File: src/rtl/lvds_rx_pkg.sv
// lvds_rx_pkg: shared encodings and constants for the LVDS RX arbiter slice
package lvds_rx_pkg;
    typedef enum logic [1:0] {
        ST_IDLE  = 2'b00,
        ST_RUN   = 2'b01,
        ST_STALL = 2'b11
    } state_e;
    localparam logic CH_09 = 1'b0;
    localparam logic CH_24 = 1'b1;
    localparam logic [1:0] BUF_DEPTH = 2'd2;
endpackage

File: src/rtl/lvds_rx_skid2.sv
// lvds_rx_skid2: 2-entry holding buffer; a full buffer still accepts when popped the same cycle
module lvds_rx_skid2
    import lvds_rx_pkg::*;
(
    input  logic        i_ddr_clk,
    input  logic        i_rst_b,
    input  logic        push_i,
    input  logic        pop_i,
    input  logic        flush_i,
    input  logic [31:0] data_i,
    output logic        accept_o,
    output logic [31:0] data_o,
    output logic [1:0]  count_o
);
    logic [31:0] head_q, head_d, tail_q, tail_d;
    logic [1:0]  count_q, count_d, level;
    logic        wr;
    assign accept_o = push_i && (count_q != BUF_DEPTH || pop_i);
    assign wr       = accept_o;
    assign data_o   = head_q;
    assign count_o  = count_q;
    always_comb begin
        level   = count_q - {1'b0, pop_i};
        head_d  = (wr && level == 2'd0) ? data_i : pop_i ? tail_q : head_q;
        tail_d  = (wr && level == 2'd1) ? data_i : tail_q;
        count_d = flush_i ? 2'd0 : level + {1'b0, wr};
    end
    always_ff @(posedge i_ddr_clk or negedge i_rst_b) begin
        if (!i_rst_b) begin
            head_q  <= '0;
            tail_q  <= '0;
            count_q <= '0;
        end else begin
            head_q  <= head_d;
            tail_q  <= tail_d;
            count_q <= count_d;
        end
    end
endmodule

File: src/rtl/lvds_rx_arbiter.sv
// lvds_rx_arbiter: merges ch0/ch1 LVDS sample streams onto the shared RX FIFO write port
// Define LVDS_RX_ARB_DROP_CNT_EN to build the per-channel saturating drop counters.
module lvds_rx_arbiter
    import lvds_rx_pkg::*;
#(
    parameter int DROP_CNT_W = 16
) (
    input  logic                  i_ddr_clk,
    input  logic                  i_rst_b,
    input  logic [1:0]            i_ch_en,
    input  logic                  i_rr_en,
    input  logic                  i_cnt_clr,
    input  logic                  i_ch0_push,
    input  logic [31:0]           i_ch0_data,
    input  logic                  i_ch1_push,
    input  logic [31:0]           i_ch1_data,
    input  logic                  i_fifo_full,
    output logic                  o_fifo_push,
    output logic [31:0]           o_fifo_data,
    output logic [DROP_CNT_W-1:0] o_ch0_drop_cnt,
    output logic [DROP_CNT_W-1:0] o_ch1_drop_cnt,
    output logic [1:0]            o_debug_state
);
    logic [1:0]  push_v, accept, req, gnt, cnt0, cnt1;
    logic [31:0] head0, head1, data_q, data_d;
    logic        push_q, push_d, last_q, last_d;
    state_e      state_q, state_d;
    logic        unused_bits;
    assign push_v = i_ch_en & {i_ch1_push, i_ch0_push};
    assign req    = i_ch_en & {|cnt1, |cnt0};
    assign unused_bits = head0[0] ^ head1[0];
    lvds_rx_skid2 u_ch0 (
        .i_ddr_clk(i_ddr_clk), .i_rst_b(i_rst_b), .push_i(push_v[0]), .pop_i(gnt[0]),
        .flush_i(!i_ch_en[0]), .data_i(i_ch0_data), .accept_o(accept[0]), .data_o(head0), .count_o(cnt0)
    );
    lvds_rx_skid2 u_ch1 (
        .i_ddr_clk(i_ddr_clk), .i_rst_b(i_rst_b), .push_i(push_v[1]), .pop_i(gnt[1]),
        .flush_i(!i_ch_en[1]), .data_i(i_ch1_data), .accept_o(accept[1]), .data_o(head1), .count_o(cnt1)
    );
    // ch0 loses a round-robin tie only when it was the last one served
    always_comb begin
        gnt[0]  = !i_fifo_full && req[0] && (!req[1] || !i_rr_en || last_q == CH_24);
        gnt[1]  = !i_fifo_full && req[1] && !gnt[0];
        push_d  = |gnt;
        last_d  = gnt[0] ? CH_09 : gnt[1] ? CH_24 : last_q;
        data_d  = gnt[0] ? {head0[31:1], CH_09} : gnt[1] ? {head1[31:1], CH_24} : data_q;
        state_d = ~|i_ch_en ? ST_IDLE : (i_fifo_full && |req) ? ST_STALL : ST_RUN;
    end
    always_ff @(posedge i_ddr_clk or negedge i_rst_b) begin
        if (!i_rst_b) begin
            push_q  <= 1'b0;
            data_q  <= '0;
            last_q  <= CH_24;
            state_q <= ST_IDLE;
        end else begin
            push_q  <= push_d;
            data_q  <= data_d;
            last_q  <= last_d;
            state_q <= state_d;
        end
    end
    assign o_fifo_push   = push_q;
    assign o_fifo_data   = data_q;
    assign o_debug_state = state_q;
`ifdef LVDS_RX_ARB_DROP_CNT_EN
    logic [DROP_CNT_W-1:0] drop0_q, drop0_d, drop1_q, drop1_d;
    logic [1:0]            drop;
    assign drop = push_v & ~accept;
    always_comb begin
        drop0_d = i_cnt_clr ? '0 : (drop[0] && ~&drop0_q) ? drop0_q + DROP_CNT_W'(1) : drop0_q;
        drop1_d = i_cnt_clr ? '0 : (drop[1] && ~&drop1_q) ? drop1_q + DROP_CNT_W'(1) : drop1_q;
    end
    always_ff @(posedge i_ddr_clk or negedge i_rst_b) begin
        if (!i_rst_b) begin
            drop0_q <= '0;
            drop1_q <= '0;
        end else begin
            drop0_q <= drop0_d;
            drop1_q <= drop1_d;
        end
    end
    assign o_ch0_drop_cnt = drop0_q;
    assign o_ch1_drop_cnt = drop1_q;
`else
    logic unused_cfg;
    assign unused_cfg     = ^{i_cnt_clr, accept};
    assign o_ch0_drop_cnt = '0;
    assign o_ch1_drop_cnt = '0;
`endif
endmodule

File: config.mk
export PLATFORM = sky130hd
export DESIGN_NAME = lvds_rx_arbiter
export DESIGN_NICKNAME = d
export VERILOG_FILES = /design/src/rtl/lvds_rx_pkg.sv /design/src/rtl/lvds_rx_skid2.sv /design/src/rtl/lvds_rx_arbiter.sv
export SDC_FILE = /design/constraint.sdc
export NUM_CORES = 1
export LEC_CHECK = 0
export BUFFER_PORTS_ARGS = -buffer_cell sky130_fd_sc_hd__buf_2
export CAP_MARGIN = 20
export CORE_UTILIZATION = 40
export DETAILED_ROUTE_END_ITERATION = 12
export GPL_TIMING_DRIVEN = 0
export PLACE_DENSITY_LB_ADDON = 0.15
export SLEW_MARGIN = 20
export SYNTH_ARGS = -nofsm -noshare
export SYNTH_HDL_FRONTEND = slang
export SYNTH_SLANG_ARGS = --single-unit
File: constraint.sdc
create_clock -name i_ddr_clk -period 3.6 [get_ports i_ddr_clk]
set_clock_uncertainty 0.1 [all_clocks]
set_input_delay 0.18 -clock i_ddr_clk [delete_from_list [all_inputs] [get_ports i_ddr_clk]]
set_output_delay 0.18 -clock i_ddr_clk [all_outputs]
set_load 0.005 [all_outputs]
# [Word-level counts from Yosys, hierarchy flattened]
# Index checks and enable logic that the tools add are counted.
[classes] reduce_logical=29 shift=0 bitwise=2 n_addsub=4 n_div=0 n_mux=12 eq_ne=4 order_cmp=0 mul=0
[op_table] cell="2-to-1 mux 32 bit" count=6
[op_table] cell="logical AND 1 bit" count=11
[op_table] cell="OR reduction 2 bit" count=5
[op_table] cell="2-to-1 mux 2 bit" count=4
[op_table] cell="nonzero test 2 bit" count=3
[op_table] cell="adder 2 x 1 -> 2 bit" count=2
[op_table] cell="AND 2 bit" count=2
[op_table] cell="== test 2 x 1 -> 1 bit, second input constant" count=2
[op_table] cell="zero test 1 bit" count=4
[op_table] cell="zero test 2 bit" count=2
[op_table] cell="logical OR 1 bit" count=4
[op_table] cell="!= test 2 bit, second input constant" count=2
[op_table] cell="subtractor 2 x 1 -> 2 bit" count=2
[op_table] cell="2-to-1 mux 1 bit" count=2
[totals] ramBits=0 output_inout_bits=67 romBits=0 memories=0 reg_bits=168 latchBits=0 elab_cells=61

# [Longest topological paths before layout]
# Gate-level depths: netlist of the first run.
[depth] depth_word=12 mapped_depth=11

# [Modules after synthesis]
# From an unflattened synthesis of the first run, not the netlist that was laid out.
[hier_totals] cells_unflattened=679 hier_area_um2=7888.8
[modules_own_cells] module="lvds_rx_skid2" seq_area_each_um2=1651.6 cells_per_inst=228 area_each_um2=2951.6 n_inst=2
[modules_own_cells] module="lvds_rx_arbiter" seq_area_each_um2=902.1 cells_per_inst=223 area_each_um2=1985.7 n_inst=1

# [Least setup slack after synthesis of the first run]
# OpenSTA, ideal clock, no wires.
[synth_path] path_kind="register -> register" startpoint="register u_ch0.count_q[1], in the netlist u_ch0.count_o[1]" endpoint="register u_ch1.head_q[10], in the netlist u_ch1.data_o[10]" arrival_ps=2847 stages_incl_launch_ff=12 path_buffers=4 setup_slack_ps=528 t_required_ps=3375 cell_sequence="dfrtp_1 > o21a_1 > a211oi_2 > buf_2 > buf_4 > buf_2 > ha_1 > xor2_1 > nor2_1 > o21ai_1 > clkbuf_1 > mux2_2"
[synth_via] elab_chain_cells=10 elab_cells_between_ends=13
[synth_lines] item="from (decl)" line="lvds_rx_skid2.sv:16" rtl="logic [1:0] count_q, count_d, level;"
[synth_lines] item="from (signal assigned)" line="lvds_rx_skid2.sv:36" rtl="count_q <= count_d;"
[synth_lines] item="OR reduction 2 bit *" line="lvds_rx_arbiter.sv:30" rtl="assign req = i_ch_en & {|cnt1, |cnt0};"
[synth_lines] item="AND 2 bit *" line="lvds_rx_arbiter.sv:30"
[synth_lines] item="logical AND 1 bit * (2 in series)" line="lvds_rx_arbiter.sv:42" rtl="gnt[0] = !i_fifo_full && req[0] && (!req[1] || !i_rr_en || last_q == CH_24);"
[synth_lines] item="zero test 1 bit *" line="lvds_rx_arbiter.sv:43" rtl="gnt[1] = !i_fifo_full && req[1] && !gnt[0];"
[synth_lines] item="logical AND 1 bit *" line="lvds_rx_arbiter.sv:43"
[synth_lines] item="subtractor 2 x 1 -> 2 bit or logical OR 1 bit (tied branches)" line="lvds_rx_skid2.sv:23, lvds_rx_skid2.sv:18"
[synth_lines] item="zero test 2 bit or logical AND 1 bit (tied branches)" line="lvds_rx_skid2.sv:24, lvds_rx_skid2.sv:18"
[synth_lines] item="logical AND 1 bit" line="lvds_rx_skid2.sv:24" rtl="head_d = (wr && level == 2'd0) ? data_i : pop_i ? tail_q : head_q;"
[synth_lines] item="2-to-1 mux 32 bit or nonzero test 2 bit (tied branches)"
[synth_lines] item="to (signal assigned)" line="lvds_rx_skid2.sv:30" rtl="head_q <= '0;"
[synth_lines] item="to (signal assigned)" line="lvds_rx_skid2.sv:34" rtl="head_q <= head_d;"
[synth_lines] item="to (decl)" line="lvds_rx_skid2.sv:15" rtl="logic [31:0] head_q, head_d, tail_q, tail_d;"
# Mark *: on every way between the ends. The rest lies on a longest branch, timed or not.
# A chain may end at the register's enable or synchronous reset.

# [Final worst setup path of the first run]
[layout_path] startpoint="register u_ch0.count_q[1], in the netlist u_ch0.count_o[1]" endpoint="register u_ch1.tail_q[27]"
[layout_via] elab_chain_cells=9 elab_cells_between_ends=11
[layout_lines] item="OR reduction 2 bit *" line="lvds_rx_arbiter.sv:30"
[layout_lines] item="AND 2 bit *" line="lvds_rx_arbiter.sv:30"
[layout_lines] item="logical AND 1 bit * (2 in series)" line="lvds_rx_arbiter.sv:42"
[layout_lines] item="zero test 1 bit *" line="lvds_rx_arbiter.sv:43"
[layout_lines] item="logical AND 1 bit *" line="lvds_rx_arbiter.sv:43"
[layout_lines] item="subtractor 2 x 1 -> 2 bit or logical OR 1 bit (tied branches)" line="lvds_rx_skid2.sv:23, lvds_rx_skid2.sv:18"
[layout_lines] item="== test 2 x 1 -> 1 bit or logical AND 1 bit (tied branches)" line="lvds_rx_skid2.sv:25, lvds_rx_skid2.sv:18"
[layout_lines] item="logical AND 1 bit *" line="lvds_rx_skid2.sv:25" rtl="tail_d = (wr && level == 2'd1) ? data_i : tail_q;"
[layout_lines] item="to (signal assigned)" line="lvds_rx_skid2.sv:35" rtl="tail_q <= tail_d;"
[layout_lines] item="to (decl)" line="lvds_rx_skid2.sv:15"
# Marked as above.

==> flow_summary_export.csv, run 1 <==
group,metric,value,unit
worst_setup_path,rr_worst_depth,11,
sta,hold_ws,0.1554,ns
yosys,synth_top_area_cell,"dfrtp_1",
grt,antenna_found_initial,1,
clock_network,path_clk_slew,0.06,ns
sta,period_needed,3.433,ns
place,dp_hpwl,10.97,mm
clock_network,cts.sinks,164,
worst_hold_path,hp-start,"i_ch1_push",
place,dpl.cell_count,915,
worst_setup_path,path_max_fanout,10,
floorplan,die_w,137.5,µm
worst_setup_path,path_buf_inv,4,
yosys,yosysSeqAreaShare,0.5587,
worst_hold_path,min_delay_worst_endpoint,"u_ch1.count_o[0]",
power_and_ir_drop,power_density,734.4,nW/µm²
worst_setup_path,start_kind,"register",
yosys,synth-seq-cells,164,
clock_network,cts_tree,"yes",
grt,grt_first_pass_wirelength,25.11,mm
grt,grt_max_degree,85,
finish,stdcell_count,1012,
grt,track_usage,0.1804,
worst_setup_path,required,3.81,ns
power_and_ir_drop,p_leak,4.663,nW
sta,max_freq,291.3,MHz
clock_network,cts_buffers,17,
yosys,yosysTopAreaCellShare,0.5551,
finish,final_cell_mix,"163 x dfrtp_1, 160 x mux2_2, 115 x buf_2, 66 x dlygate4sd3_1, 65 x nand2_1",
floorplan,dieArea,18920,µm²
clock_network,cts_buffer_depth,2,
sta,drv_slew,0,
finish,final_nets,847,
worst_setup_path,reg2reg_setup_slack,0.17,ns
sta,fin_crit_sh,0.9536,
sta,setup_viol,0,
place,place_congestion,0.7085,
place,place_ws,-0.3349,ns
clock_network,clock-root-buffer,"clkbuf_16",
finish,final_common_cell,"dfrtp_1",
yosys,synthArstFlopShare,1.000,
yosys,synthDistinctLibCells,30,
route,num_vias,4798,
worst_setup_path,slowest_stage,"dfrtp_1",
sta,slew_headroom,0.5567,
sta,tightest_slew,0.6649,ns
yosys,yosysWarnings,0,
route,dr.first_iter.drc_count,130,
sta,rsz0062_at_grt,"yes",
sta,setup_ws,0.1670,ns
floorplan,start_util,0.4091,
clock_network,cts_setup_buffers,0,
route,wl_per_cell,15.62,µm
worst_setup_path,slowest_delay,0.41,ns
outcome,status,"finished, final reports clean",
worst_hold_path,holdPathStages,4,
worst_setup_path,endpoint_kind,"register",
clock_network,cts.htree.levels,4,
yosys,avgSynthCellArea,13.36,µm²
grt,overflow,0,
floorplan,die_y,137.5,µm
worst_setup_path,reg2reg_to,"u_ch1.tail_q[27]",
route,vias_per_cell,4.741,
yosys,netlist_area,7348,µm²
power_and_ir_drop,ir_drop,0.3958,mV
finish,drive_gt1_frac,0.4540,
finish,synthToLayoutAreaGrowth,30.75,%
finish,final_core_util,0.5349,
yosys,synth.area.top_cells,"dfrtp_1 56%, mux2_2 25%, mux2_1 4.0%",
floorplan,rows,49,
worst_setup_path,worst-setup-path-type,"register to register",
floorplan,coreArea,17960,µm²
worst_setup_path,cp_common_cell,"buf_4",
sta,finalHoldViolations,0,
route,drtAntennaViolNets,0,
worst_setup_path,r2r-start,"u_ch0.count_o[1]",
worst_setup_path,path_cells,"o21a_1 > a211oi_4 > buf_4 > buf_4 > buf_2 > ha_1 > xor2_1 > nor3b_1 > o211ai_1 > clkbuf_4 > mux2_2",
worst_setup_path,cpLargestDelayFamily,"buffers and inverters",
route,finalWirelength,15.81,mm
route,drc,0,
yosys,synth_edf_count,0,
floorplan,ioPinCount,140,
clock_network,clock_latency,0.43,ns
yosys,synthCells,550,
route,dr.pass1.iters,5,
worst_hold_path,hp-class,"input port to register",
yosys,synthFlopType,"dfrtp_1",
place,port_buffers,104,
job,cap_violations,0,
worst_setup_path,worstPathArrival,3.64,ns
worst_setup_path,path_depth,11,
grt,first_global_vias,4894,
==> registers in the layout, summed over array words and instances (netlist names) <==
register	count
o_fifo_data	32
o_fifo_push	1
last_q	1
u_ch1.tail_q	31
u_ch0.data_o	31
u_ch1.count_o	2
u_ch0.count_o	2
o_debug_state	2
u_ch1.data_o	31
u_ch0.tail_q	31
==> routing by layer <==
metal / global-route usage / vias to the layer above / wire, µm
li1: - / 2310 / -
met3: 0.03937 / 19 / 664
met1: 0.2352 / 2354 / 7310
met4: 0.07143 / 0 / 256
met5: 0 / - / 0
met2: 0.2917 / 115 / 7579
==> worst max path at each step <==
stage | slack (ns) | from | to
CTS | 0.07 | u_ch0.count_o[1] | u_ch1.tail_q[27]
global placement | -0.29 | u_ch0.count_o[1] | u_ch1.data_o[19]
floorplan | 0.53 | u_ch0.count_o[1] | u_ch1.data_o[10]
finish | 0.17 | u_ch0.count_o[1] | u_ch1.tail_q[27]
detailed placement | -0.33 | u_ch0.count_o[1] | u_ch1.data_o[19]
global route | -0.05 | u_ch0.count_o[1] | u_ch1.tail_q[3]
==> report_power, final <==
part / internal, mW / switching, mW / leakage, nW
logic: 1.26 / 0.775 / 2.36
registers: 2.72 / 0.447 / 2.00
clock network: 1.12 / 0.724 / 0.295
==> logic make-up (layout without fill, tap and decap cells) <==
| group | Yosys count | count (layout) | synth area share |
|---|---|---|---|
| buffers and inverters | 68 | 269 | 0.05551 |
| xor gates and xnor gates | 4 | 4 | 0.004767 |
| muxes | 186 | 186 | 0.2850 |
| adders and majority gates | 4 | 4 | 0.006811 |
| AOI/OAI and AO/OA | 45 | 45 | 0.04580 |
| other | 1 | 33 | 0.0005103 |
| and+or+nand+nor | 78 | 78 | 0.04291 |
| DFF | 164 | 164 | 0.5587 |
==> cells in the mapped netlist (2+ instances only) <==
cell and count:
xor2_1 4, and2_1 4, buf_2 17, nor3_1 2, clkbuf_1 8, ha_1 4, buf_1 2, o211a_1 2
o21ai_1 3, mux2_2 160, a21o_1 3, buf_4 35, a22oi_1 31, dfrtp_1 163, mux2_1 26, nor2_1 3
inv_1 6, nand2_1 65
==> worst min-delay path, cell delays in order <==
cell     delay [ns]
buf_2          0.10
o211a_1        0.14
ha_1           0.11
and2_1         0.11
==> per-stage QoR <==
step / instance area [µm²] / setup TNS [ns] / power, mW
floorplan: 7465 / 0 / 4.545
global placement: 8272 / -31.83 / 5.059
detailed placement: 8309 / -14.78 / 5.195
CTS: 9593 / 0 / 7.139
global route: 9608 / -0.8755 / 7.530
finish: 9608 / 0 / 7.056
==> what timing repair did <==
action | in CTS | in global routing
hold endpoints to repair | 213 | 0
gates resized for setup | 7 | 10
hold buffers | 66 | 0
setup endpoints to repair | 120 | 62
pin swaps | 0 | 0
==> layout make-up <==
class / count / area [µm²]
multi-input cells: 349 / 2959
flip-flops and latches: 164 / 4105
repair buffers: 171 / 1219
well taps: 229 / 286.5
diodes: 1 / 2.502
clock inverters: 12 / 155.1
inverters: 6 / 22.52
fillers: 1569 / 8356
clock buffers: 19 / 452.9
plain buffers: 61 / 405.4
Power figures use the tool's default switching activity.
==> run 2: changes to the inputs <==
clock period = 3.4 ns   (was 3.6 ns; I/O delays follow)
==> run 2 against run 1 <==
Net effect:
- global-route usage grew 0.064 points
- sequential share of layout area shrank 0.28 points
- via count is essentially flat
- total power grew 6.2%
- clock power grew 6%
- non-clock buffer count grew 4
- sequential cell count is the same
- combinational power grew 7%
- worst hold slack lost 0.0084 ns
- first-iteration DRC count grew 1.5%
- maximum frequency grew 5.4%
- critical endpoint is now u_ch0.tail_q[17]
==> flow_summary_export.csv, run 2 (synthesis results as in run 1) <==
group,metric,value,unit
outcome,status,"finished, final reports clean",
job,cap_violations,0,
finish,final_core_util,0.5383,
sta,tightest_slew,0.6510,ns
finish,final_common_cell,"dfrtp_1",
route,num_vias,4797,
grt,antenna_found_initial,1,
place,dpl_cell_area,8309,µm²
worst_setup_path,required,3.61,ns
worst_hold_path,hp-class,"input port to register",
worst_setup_path,cp_common_cell,"buf_2",
grt,grt_max_degree,85,
route,vias_per_cell,4.721,
worst_setup_path,r2r-start,"last_q",
clock_network,cts_tree,"yes",
finish,synthToLayoutAreaGrowth,31.60,%
sta,setup_ws,0.1426,ns
place,dpl.cell_count,915,
finish,final_nets,851,
clock_network,cts.sinks,164,
clock_network,path_clk_slew,0.06,ns
floorplan,ioPinCount,140,
route,drc,0,
grt,first_global_vias,4894,
place,place_ws,-0.5349,ns
finish,largest_reg_flops,32,
route,dr.first_iter.drc_count,132,
finish,final_cell_mix,"163 x dfrtp_1, 160 x mux2_2, 114 x buf_2, 66 x dlygate4sd3_1, 65 x nand2_1",
grt,grt_first_pass_wirelength,25.21,mm
worst_setup_path,path_cells,"nand2b_1 > o211a_1 > buf_2 > buf_4 > ha_1 > xor2_1 > nor3_1 > o21ai_1 > buf_2 > mux2_2",
sta,slew_headroom,0.5660,
worst_setup_path,endpoint_kind,"register",
route,wl_per_cell,15.57,µm
route,dr.pass1.iters,4,
sta,max_freq,307.0,MHz
place,dp_hpwl,10.97,mm
worst_setup_path,slowest_delay,0.53,ns
clock_network,clock-root-buffer,"clkbuf_16",
route,drtAntennaViolNets,0,
worst_setup_path,path_max_fanout,19,
floorplan,die_y,137.5,µm
place,port_buffers,104,
clock_network,cts_buffer_depth,2,
worst_setup_path,slowest_stage,"dfstp_2",
route,finalWirelength,15.82,mm
sta,setup_viol,0,
sta,setup_tns,0,ns
worst_hold_path,hp-start,"i_ch1_push",
floorplan,coreArea,17960,µm²
place,place_congestion,0.7085,
sta,fin_crit_sh,0.9581,
worst_setup_path,startpoint,"last_q",
grt,overflow,0,
sta,finalHoldViolations,0,
floorplan,die_w,137.5,µm
power_and_ir_drop,ir_drop,0.4222,mV
power_and_ir_drop,total_power,7.492,mW
grt,track_usage,0.1811,
clock_network,clock_latency,0.43,ns
worst_setup_path,start_kind,"register",
power_and_ir_drop,p_leak,4.694,nW
finish,drive_gt1_frac,0.4567,
floorplan,rows,49,
sta,hold_ws,0.1470,ns
sta,rsz0062_at_grt,"yes",
floorplan,dieArea,18920,µm²
power_and_ir_drop,power_density,774.8,nW/µm²
clock_network,cts_buffers,17,
worst_setup_path,worst-setup-path-type,"register to register",
worst_setup_path,worstPathArrival,3.47,ns
sta,period_needed,3.257,ns
finish,postLayoutCellArea,9671,µm²
floorplan,start_util,0.4091,
finish,stdcell_count,1016,
sta,drv_slew,0,
clock_network,cts.htree.levels,4,
-- run 2: changes by cell type in the layout (fill, tap and decap cells not counted) --
cell / previous run / this run
buf_2: 115 / 114
buf_4: 40 / 42
buf_6: 0 / 2
clkbuf_4: 3 / 0
clkbuf_8: 2 / 5
clkdlybuf4s15_2: 0 / 1
-- run 2: what timing repair did --
item | in CTS | in global routing
pin swaps | 1 | 1
cloned | 1 | 0
hold endpoints to repair | 213 | 0
setup buffers | 2 | 2
setup endpoints to repair | 120 | 90
gates resized for setup | 17 | 0
hold buffers | 66 | 0
-- run 2: cell type report --
| class | count | area (µm²) |
|---|---|---|
| multi-input combinational | 349 | 2959 |
| clock buffer | 19 | 452.9 |
| tap | 229 | 286.5 |
| antenna | 1 | 2.502 |
| clock inverter | 12 | 155.1 |
| buffer | 60 | 426.7 |
| sequential | 164 | 4105 |
| fill | 1574 | 8293 |
| timing repair buffer | 176 | 1260 |
| inverter | 6 | 22.52 |
-- run 2: where the power goes --
| group | switching [mW] | internal (mW) |
|---|---|---|
| clock | 0.767 | 1.19 |
| sequential | 0.472 | 2.88 |
| combinational | 0.826 | 1.35 |
| total | 2.06 | 5.43 |
-- run 2: worst max-delay path, delay by kind of cell (launching register included) --
family          cells  cell delay, ns
mux                 1            0.37
fa+ha+maj           1            0.22
simple gates        2            0.26
buf+inv             3            0.91
flops               1            0.53
xor+xnor            1            0.28
compound gates      2            0.47
-- run 2: metal layers --
metal,GRT usage,vias to the layer above,part of all wire
li1,-,2318,-
met1,0.2361,2355,0.46
met2,0.2951,107,0.49
met3,0.03937,17,0.041
met4,0.06654,0,0.013
met5,0,-,0
-- run 2: final timing paths --
path | to | slack, ns | cells past startpoint
max reg2reg | u_ch0.tail_q[17] | 0.14 | 10
min in group asynchronous | u_ch1.data_o[23] | 0.21 | 2
min reg2reg | o_fifo_data[21] | 0.36 | 2
max | u_ch0.tail_q[17] | 0.14 | 10
min | u_ch1.count_o[0] | 0.15 | 4
max in group asynchronous | last_q | 2.17 | 3
